[src/rtl/ascon_pack.sv]
// rtl/ascon_pack.sv - shared ASCON types, constants and the single-round permutation p
package ascon_pack;

  localparam logic [63:0] ASCON128_IV    = 64'h80400c0600000000;
  localparam logic [3:0]  ROUND_PA_START = 4'd0;
  localparam logic [3:0]  ROUND_PB_START = 4'd6;
  localparam logic [3:0]  ROUND_LAST     = 4'd11;

  typedef struct packed {
    logic [63:0] x0;
    logic [63:0] x1;
    logic [63:0] x2;
    logic [63:0] x3;
    logic [63:0] x4;
  } type_state;

  typedef enum logic [2:0] {
    ST_IDLE,
    ST_INIT,
    ST_AD,
    ST_CT_WAIT,
    ST_PT_HOLD,
    ST_DATA_PERM,
    ST_FINAL,
    ST_DONE
  } dec_state_t;

  function automatic logic [63:0] ror64(input logic [63:0] x, input int unsigned n);
    return (x >> n) | (x << (64 - n));
  endfunction

  // One permutation round; the constant depends only on the absolute round index.
  function automatic type_state ascon_round(input type_state s, input logic [3:0] r);
    logic [63:0] x0, x1, x2, x3, x4;
    logic [63:0] t0, t1, t2, t3, t4;
    logic [7:0]  c;
    c  = {4'hf - r, r};
    x0 = s.x0;
    x1 = s.x1;
    x2 = s.x2 ^ {56'd0, c};
    x3 = s.x3;
    x4 = s.x4;
    x0 = x0 ^ x4;
    x4 = x4 ^ x3;
    x2 = x2 ^ x1;
    t0 = ~x0 & x1;
    t1 = ~x1 & x2;
    t2 = ~x2 & x3;
    t3 = ~x3 & x4;
    t4 = ~x4 & x0;
    x0 = x0 ^ t1;
    x1 = x1 ^ t2;
    x2 = x2 ^ t3;
    x3 = x3 ^ t4;
    x4 = x4 ^ t0;
    x1 = x1 ^ x0;
    x0 = x0 ^ x4;
    x3 = x3 ^ x2;
    x2 = ~x2;
    ascon_round.x0 = x0 ^ ror64(x0, 19) ^ ror64(x0, 28);
    ascon_round.x1 = x1 ^ ror64(x1, 61) ^ ror64(x1, 39);
    ascon_round.x2 = x2 ^ ror64(x2, 1)  ^ ror64(x2, 6);
    ascon_round.x3 = x3 ^ ror64(x3, 10) ^ ror64(x3, 17);
    ascon_round.x4 = x4 ^ ror64(x4, 7)  ^ ror64(x4, 41);
  endfunction

endpackage

[src/rtl/ascon_dec_fsm.sv]
// rtl/ascon_dec_fsm.sv - decryption sequencer: phase FSM, round counter and block counter
module ascon_dec_fsm
  import ascon_pack::*;
#(
  parameter int NB_CT_BLOCKS = 3
) (
  input  logic       i_clk,
  input  logic       i_rst,
  input  logic       i_start,
  input  logic       i_ct_valid,
  input  logic       i_pt_ready,
  output logic [3:0] o_round,
  output logic       o_load,
  output logic       o_perm,
  output logic       o_init_last,
  output logic       o_ad_first,
  output logic       o_ad_last,
  output logic       o_fin_first,
  output logic       o_fin_last,
  output logic       o_ct_accept,
  output logic       o_ct_ready,
  output logic       o_pt_valid,
  output logic       o_busy,
  output logic       o_done
);

  localparam int BW = (NB_CT_BLOCKS < 2) ? 1 : $clog2(NB_CT_BLOCKS + 1);
  localparam logic [BW-1:0] BLK_LAST = BW'(NB_CT_BLOCKS);

  dec_state_t    r_state;
  logic [3:0]    r_round;
  logic [BW-1:0] r_blk;
  logic          r_ct_ready;
  logic          r_pt_valid;
  logic          r_busy;
  logic          r_done;
  logic          w_last;

  assign w_last      = (r_round == ROUND_LAST);
  assign o_round     = r_round;
  assign o_load      = (r_state == ST_IDLE) && i_start;
  assign o_perm      = (r_state == ST_INIT) || (r_state == ST_AD) ||
                       (r_state == ST_DATA_PERM) || (r_state == ST_FINAL);
  assign o_init_last = (r_state == ST_INIT) && w_last;
  assign o_ad_first  = (r_state == ST_AD) && (r_round == ROUND_PB_START);
  assign o_ad_last   = (r_state == ST_AD) && w_last;
  assign o_fin_first = (r_state == ST_FINAL) && (r_round == ROUND_PA_START);
  assign o_fin_last  = (r_state == ST_FINAL) && w_last;
  assign o_ct_accept = (r_state == ST_CT_WAIT) && i_ct_valid;
  assign o_ct_ready  = r_ct_ready;
  assign o_pt_valid  = r_pt_valid;
  assign o_busy      = r_busy;
  assign o_done      = r_done;

  always_ff @(posedge i_clk) begin
    if (i_rst) begin
      r_state    <= ST_IDLE;
      r_round    <= 4'd0;
      r_blk      <= '0;
      r_ct_ready <= 1'b0;
      r_pt_valid <= 1'b0;
      r_busy     <= 1'b0;
      r_done     <= 1'b0;
    end else begin
      unique case (r_state)
        ST_IDLE: begin
          r_done <= 1'b0;
          if (i_start) begin
            r_state <= ST_INIT;
            r_round <= ROUND_PA_START;
            r_blk   <= '0;
            r_busy  <= 1'b1;
          end
        end
        ST_INIT: begin
          if (w_last) begin
            r_state <= ST_AD;
            r_round <= ROUND_PB_START;
          end else begin
            r_round <= r_round + 4'd1;
          end
        end
        ST_AD: begin
          if (w_last) begin
            r_state    <= ST_CT_WAIT;
            r_ct_ready <= 1'b1;
          end else begin
            r_round <= r_round + 4'd1;
          end
        end
        ST_CT_WAIT: begin
          if (i_ct_valid) begin
            r_state    <= ST_PT_HOLD;
            r_ct_ready <= 1'b0;
            r_pt_valid <= 1'b1;
            r_blk      <= r_blk + 1'b1;
          end
        end
        ST_PT_HOLD: begin
          if (i_pt_ready) begin
            r_pt_valid <= 1'b0;
            if (r_blk == BLK_LAST) begin
              r_state <= ST_FINAL;
              r_round <= ROUND_PA_START;
            end else begin
              r_state <= ST_DATA_PERM;
              r_round <= ROUND_PB_START;
            end
          end
        end
        ST_DATA_PERM: begin
          if (w_last) begin
            r_state    <= ST_CT_WAIT;
            r_ct_ready <= 1'b1;
          end else begin
            r_round <= r_round + 4'd1;
          end
        end
        ST_FINAL: begin
          if (w_last) begin
            r_state <= ST_DONE;
            r_done  <= 1'b1;
            r_busy  <= 1'b0;
          end else begin
            r_round <= r_round + 4'd1;
          end
        end
        ST_DONE: begin
          r_state <= ST_IDLE;
          r_done  <= 1'b0;
        end
        default: r_state <= ST_IDLE;
      endcase
    end
  end

endmodule

[src/rtl/ascon128_decrypt.sv]
// rtl/ascon128_decrypt.sv - ASCON-128 decryption top: state, plaintext register, tag compare
// Optional: ASCON_DEC_ZEROIZE_EN clears state and pt_o in DONE when the tag mismatches.
module ascon128_decrypt
  import ascon_pack::*;
#(
  parameter int NB_CT_BLOCKS = 3
) (
  input  logic         clock_i,
  input  logic         resetb_i,
  input  logic         start_i,
  input  logic [127:0] key_i,
  input  logic [127:0] nonce_i,
  input  logic [63:0]  ad_i,
  input  logic         ct_valid_i,
  input  logic [63:0]  ct_i,
  output logic         ct_ready_o,
  output logic         pt_valid_o,
  output logic [63:0]  pt_o,
  input  logic         pt_ready_i,
  input  logic [127:0] tag_i,
  output logic         busy_o,
  output logic         done_o,
  output logic         tag_ok_o
);

  type_state    r_state;
  logic [63:0]  r_pt;
  logic         r_tag_ok;

  logic [3:0]   w_round;
  logic         w_load, w_perm, w_init_last, w_ad_first, w_ad_last;
  logic         w_fin_first, w_fin_last, w_ct_accept, w_done;
  type_state    w_pre, w_rnd, w_post;
  logic [127:0] w_tag;

  ascon_dec_fsm #(
    .NB_CT_BLOCKS(NB_CT_BLOCKS)
  ) u_fsm (
    .i_clk       (clock_i),
    .i_rst       (resetb_i),
    .i_start     (start_i),
    .i_ct_valid  (ct_valid_i),
    .i_pt_ready  (pt_ready_i),
    .o_round     (w_round),
    .o_load      (w_load),
    .o_perm      (w_perm),
    .o_init_last (w_init_last),
    .o_ad_first  (w_ad_first),
    .o_ad_last   (w_ad_last),
    .o_fin_first (w_fin_first),
    .o_fin_last  (w_fin_last),
    .o_ct_accept (w_ct_accept),
    .o_ct_ready  (ct_ready_o),
    .o_pt_valid  (pt_valid_o),
    .o_busy      (busy_o),
    .o_done      (w_done)
  );

  // Key/AD injections wrap the round: some land before it, some after.
  always_comb begin
    w_pre = r_state;
    if (w_ad_first) w_pre.x0 = r_state.x0 ^ ad_i;
    if (w_fin_first) begin
      w_pre.x1 = r_state.x1 ^ key_i[127:64];
      w_pre.x2 = r_state.x2 ^ key_i[63:0];
    end
    w_rnd  = ascon_round(w_pre, w_round);
    w_post = w_rnd;
    if (w_init_last) begin
      w_post.x3 = w_rnd.x3 ^ key_i[127:64];
      w_post.x4 = w_rnd.x4 ^ key_i[63:0];
    end
    if (w_ad_last) w_post.x4 = w_rnd.x4 ^ 64'd1;
    w_tag = {w_rnd.x3, w_rnd.x4} ^ key_i;
  end

  always_ff @(posedge clock_i) begin
    if (resetb_i) begin
      r_state  <= '0;
      r_pt     <= '0;
      r_tag_ok <= 1'b0;
    end else begin
      if (w_load) begin
        r_state  <= {ASCON128_IV, key_i, nonce_i};
        r_tag_ok <= 1'b0;
      end else if (w_perm) begin
        r_state <= w_post;
        if (w_fin_last) r_tag_ok <= (w_tag == tag_i);
      end else if (w_ct_accept) begin
        r_pt       <= r_state.x0 ^ ct_i;
        r_state.x0 <= ct_i;
      end
`ifdef ASCON_DEC_ZEROIZE_EN
      else if (w_done && !r_tag_ok) begin
        r_state <= '0;
        r_pt    <= '0;
      end
`endif
    end
  end

  assign pt_o     = r_pt;
  assign done_o   = w_done;
  assign tag_ok_o = r_tag_ok;

endmodule

[config.mk]
export PLATFORM = sky130hd
export DESIGN_NAME = ascon128_decrypt
export DESIGN_NICKNAME = d
export VERILOG_FILES = /design/src/rtl/ascon_pack.sv /design/src/rtl/ascon_dec_fsm.sv /design/src/rtl/ascon128_decrypt.sv
export SDC_FILE = /design/constraint.sdc
export NUM_CORES = 2
export LEC_CHECK = 0
export CORE_MARGIN = 1
export CORE_UTILIZATION = 40
export CTS_CLUSTER_DIAMETER = 50
export DETAILED_ROUTE_END_ITERATION = 7
export GPL_TIMING_DRIVEN = 1
export HOLD_SLACK_MARGIN = 0.12
export PLACE_DENSITY = 0.71
export SLEW_MARGIN = 15
export SYNTH_ARGS = -nofsm -noshare
export SYNTH_HDL_FRONTEND = slang
export SYNTH_SLANG_ARGS = --single-unit
[constraint.sdc]
create_clock -name clock_i -period 7 [get_ports clock_i]
set_input_delay 1.4 -clock clock_i [delete_from_list [all_inputs] [get_ports clock_i]]
set_output_delay 1.4 -clock clock_i [all_outputs]
set_load 0.02 [all_outputs]
==> results.cfg <==
[clocking]
h-tree-depth = 3
hold_buffers = 0
numCtsBuffers = 84
clockRootBuffer = clkbuf_16
cts_setup_buffers = 0
clock_latency_ns = 0.72
cts_buffer_depth = 3
path_clk_slew_ns = 0.05
cts_tree = done
clock-sinks = 398
cts_resized = 0

[synth]
ys_warn_count = 0
synth_commonest_cells = 953 x xnor2_1, 688 x nor2_1, 413 x xor2_1, 402 x a21oi_1, 398 x dfxtp_1
synth_area_um2 = 44900
synth.area.top_cells = xnor2_1 19%, dfxtp_1 18%, xor2_1 8.0%
synth_cells = 5730
synth.distinct_cells = 104
avgSynthCellArea_um2 = 7.84
async_reset_ff_frac = 0
synth-seq-cells = 398
synth_edf_count = 0
yosysTopAreaCellShare = 0.186
synth_ff_type = dfxtp_1
syn-num-nets = 6385
ys_seq_area_frac = 0.177
yosysTopAreaCell = xnor2_1
synth_most_common_cell = xnor2_1

[global_routing]
overflow = 0
grt_pass1_vias = 44800
grt_max_degree = 173
antenna_found_initial = 28
grt_pass1_wl_um = 377000
grt_usage = 0.490

[timing]
fin_tns_setup_ns = 0
min_period_ns = 6.61
worst_pin_slew_ns = 1.38
fmax_mhz = 151
timing.final.crit_share = 0.945
slew_viol_final = 0
hold_viol_final = 0
grt_setup_unrepaired = false
maxSlewHeadroom = 0.0726
setup_viol = 0
finalClockSkew_ns = 0.0718

[die]
die-area_um2 = 114000
die_h_um = 337
start_util = 0.405
pin_count = 586
fp.dieW_um = 337
coreArea_um2 = 111000
rows = 122

[setup_path]
start_kind = register
rr_startpoint = u_fsm.r_state[0]
reg2reg_depth = 23
crit_path_max_fanout = 28
r2r_slack_ns = 0.39
cp.arrival_ns = 7.24
critPathCaptureType = register
path_class = reg -> reg
worstReg2RegEnd = tag_ok_o
crit_required_ns = 7.63

[routing]
wire_per_inst_um = 35.7
drc_errors = 0
postRouteWirelength_um = 288000
drt_iter0_drc = 7219
num_vias = 49900
firstDrtPassIters = 6
ant_nets = 0
vias_per_cell = 6.20

[finish]
area_growth_syn_to_layout_pct = 29.1
final_util = 0.523
drive_gt1_frac = 0.120
fin_area_um2 = 58000
final_nets = 7146

[hold_path]
hp-class = reg -> reg
hold_path_depth = 2
min_from = u_fsm.o_pt_valid
hold_end = u_fsm.o_pt_valid

[place]
portBuffers = 585
dpl_cell_area_um2 = 55000
gp_congestion = 1.13
post-dp-hpwl_um = 239000

[run_status]
status = complete, no violations

[flow_run]
cap_viol_max_count = 0
[layout make-up]
class,count,area (µm²)
antenna,12,30.0
clock buffer,103,2300
clock inverter,52,692
fill,10500,52900
inverter,130,488
multi-input combinational,4850,35200
sequential,398,7970
tap,1488,1860
timing repair buffer,1027,9440
[through the flow]
step	cells	hold slack, ns	worst slack (ns)
floorplan	5730	0.450	1.19
global placement	7893	0.446	0.0302
detailed placement	7893	0.457	0.0627
CTS	8048	0.464	0.470
global route	8049	0.495	0.239
finish	8060	0.459	0.388
[worst max-delay path by stage]
stage          cells past startpoint        to             start  slack, ns
4_1_cts                           23  tag_ok_o  u_fsm.r_state[0]       0.47
2_1_floorplan                     24  tag_ok_o  u_fsm.r_state[0]       1.19
6_report                          23  tag_ok_o  u_fsm.r_state[0]       0.39
3_5_place_dp                      20  tag_ok_o         key_i[97]       0.06
3_3_place_gp                      20  tag_ok_o         key_i[97]       0.03
5_1_grt                           23  tag_ok_o  u_fsm.r_state[0]       0.24
[state kept, by name (all words and copies together), names as in the netlist]
| name | count |
|---|---|
| pt_o | 64 |
| r_state | 320 |
| tag_ok_o | 1 |
| u_fsm.o_busy | 1 |
| u_fsm.o_ct_ready | 1 |
| u_fsm.o_done | 1 |
| u_fsm.o_pt_valid | 1 |
| u_fsm.o_round | 4 |
| u_fsm.r_blk | 2 |
| u_fsm.r_state | 3 |
[layer usage]
| layer | GRT usage | routed length (µm) | vias to the layer above |
|---|---|---|---|
| li1 | - | - | 21600 |
| met5 | 0 | 155 | - |
| met3 | 0.133 | 36300 | 788 |
| met1 | 0.630 | 111000 | 24000 |
| met2 | 0.709 | 116000 | 3526 |
| met4 | 0.333 | 23600 | 24 |
[cells in the final DEF, fill, tap and decap left out, types with 137 or more instances in the layout]
cell type	n
a211oi_1	374
a21oi_1	402
buf_4	422
clkdlybuf4s50_1	583
dfxtp_1	397
ha_1	137
nand2_1	357
nand3_1	137
nor2_1	688
xnor2_1	931
xor2_1	407
[critical path: stages (launching register included)]
cell and delay (ns):
dfxtp_1 0.35, inv_1 0.17, ha_1 0.26, nand2_2 0.24
nor3_4 0.29, buf_12 0.26, nand2_1 0.11, xnor2_1 0.20
ha_1 0.29, xnor2_1 0.16, buf_4 0.17, nor3_1 0.05
mux2_2 0.29, nor3_1 0.68, buf_4 0.28, xnor2_1 0.17
xnor2_1 0.84, xnor2_1 0.34, nand3_1 0.13, nor4_1 0.29
nand4_1 0.25, nor4_1 0.37, buf_4 0.18, a31o_1 0.08
[cells by family after synthesis]
logic type | Yosys count | synth area share
buffers and inverters | 482 | 0.0455
AO/OA/AOI/OAI | 1183 | 0.182
XOR/XNOR | 1474 | 0.315
AND/OR/NAND/NOR | 1923 | 0.211
flip-flops | 398 | 0.177
adder cells (fa/ha/maj) | 143 | 0.0395
multiplexers | 127 | 0.0292
Power is not shown: default switching activity piles up to over one toggle a cycle in this logic, so the estimate is an artifact.
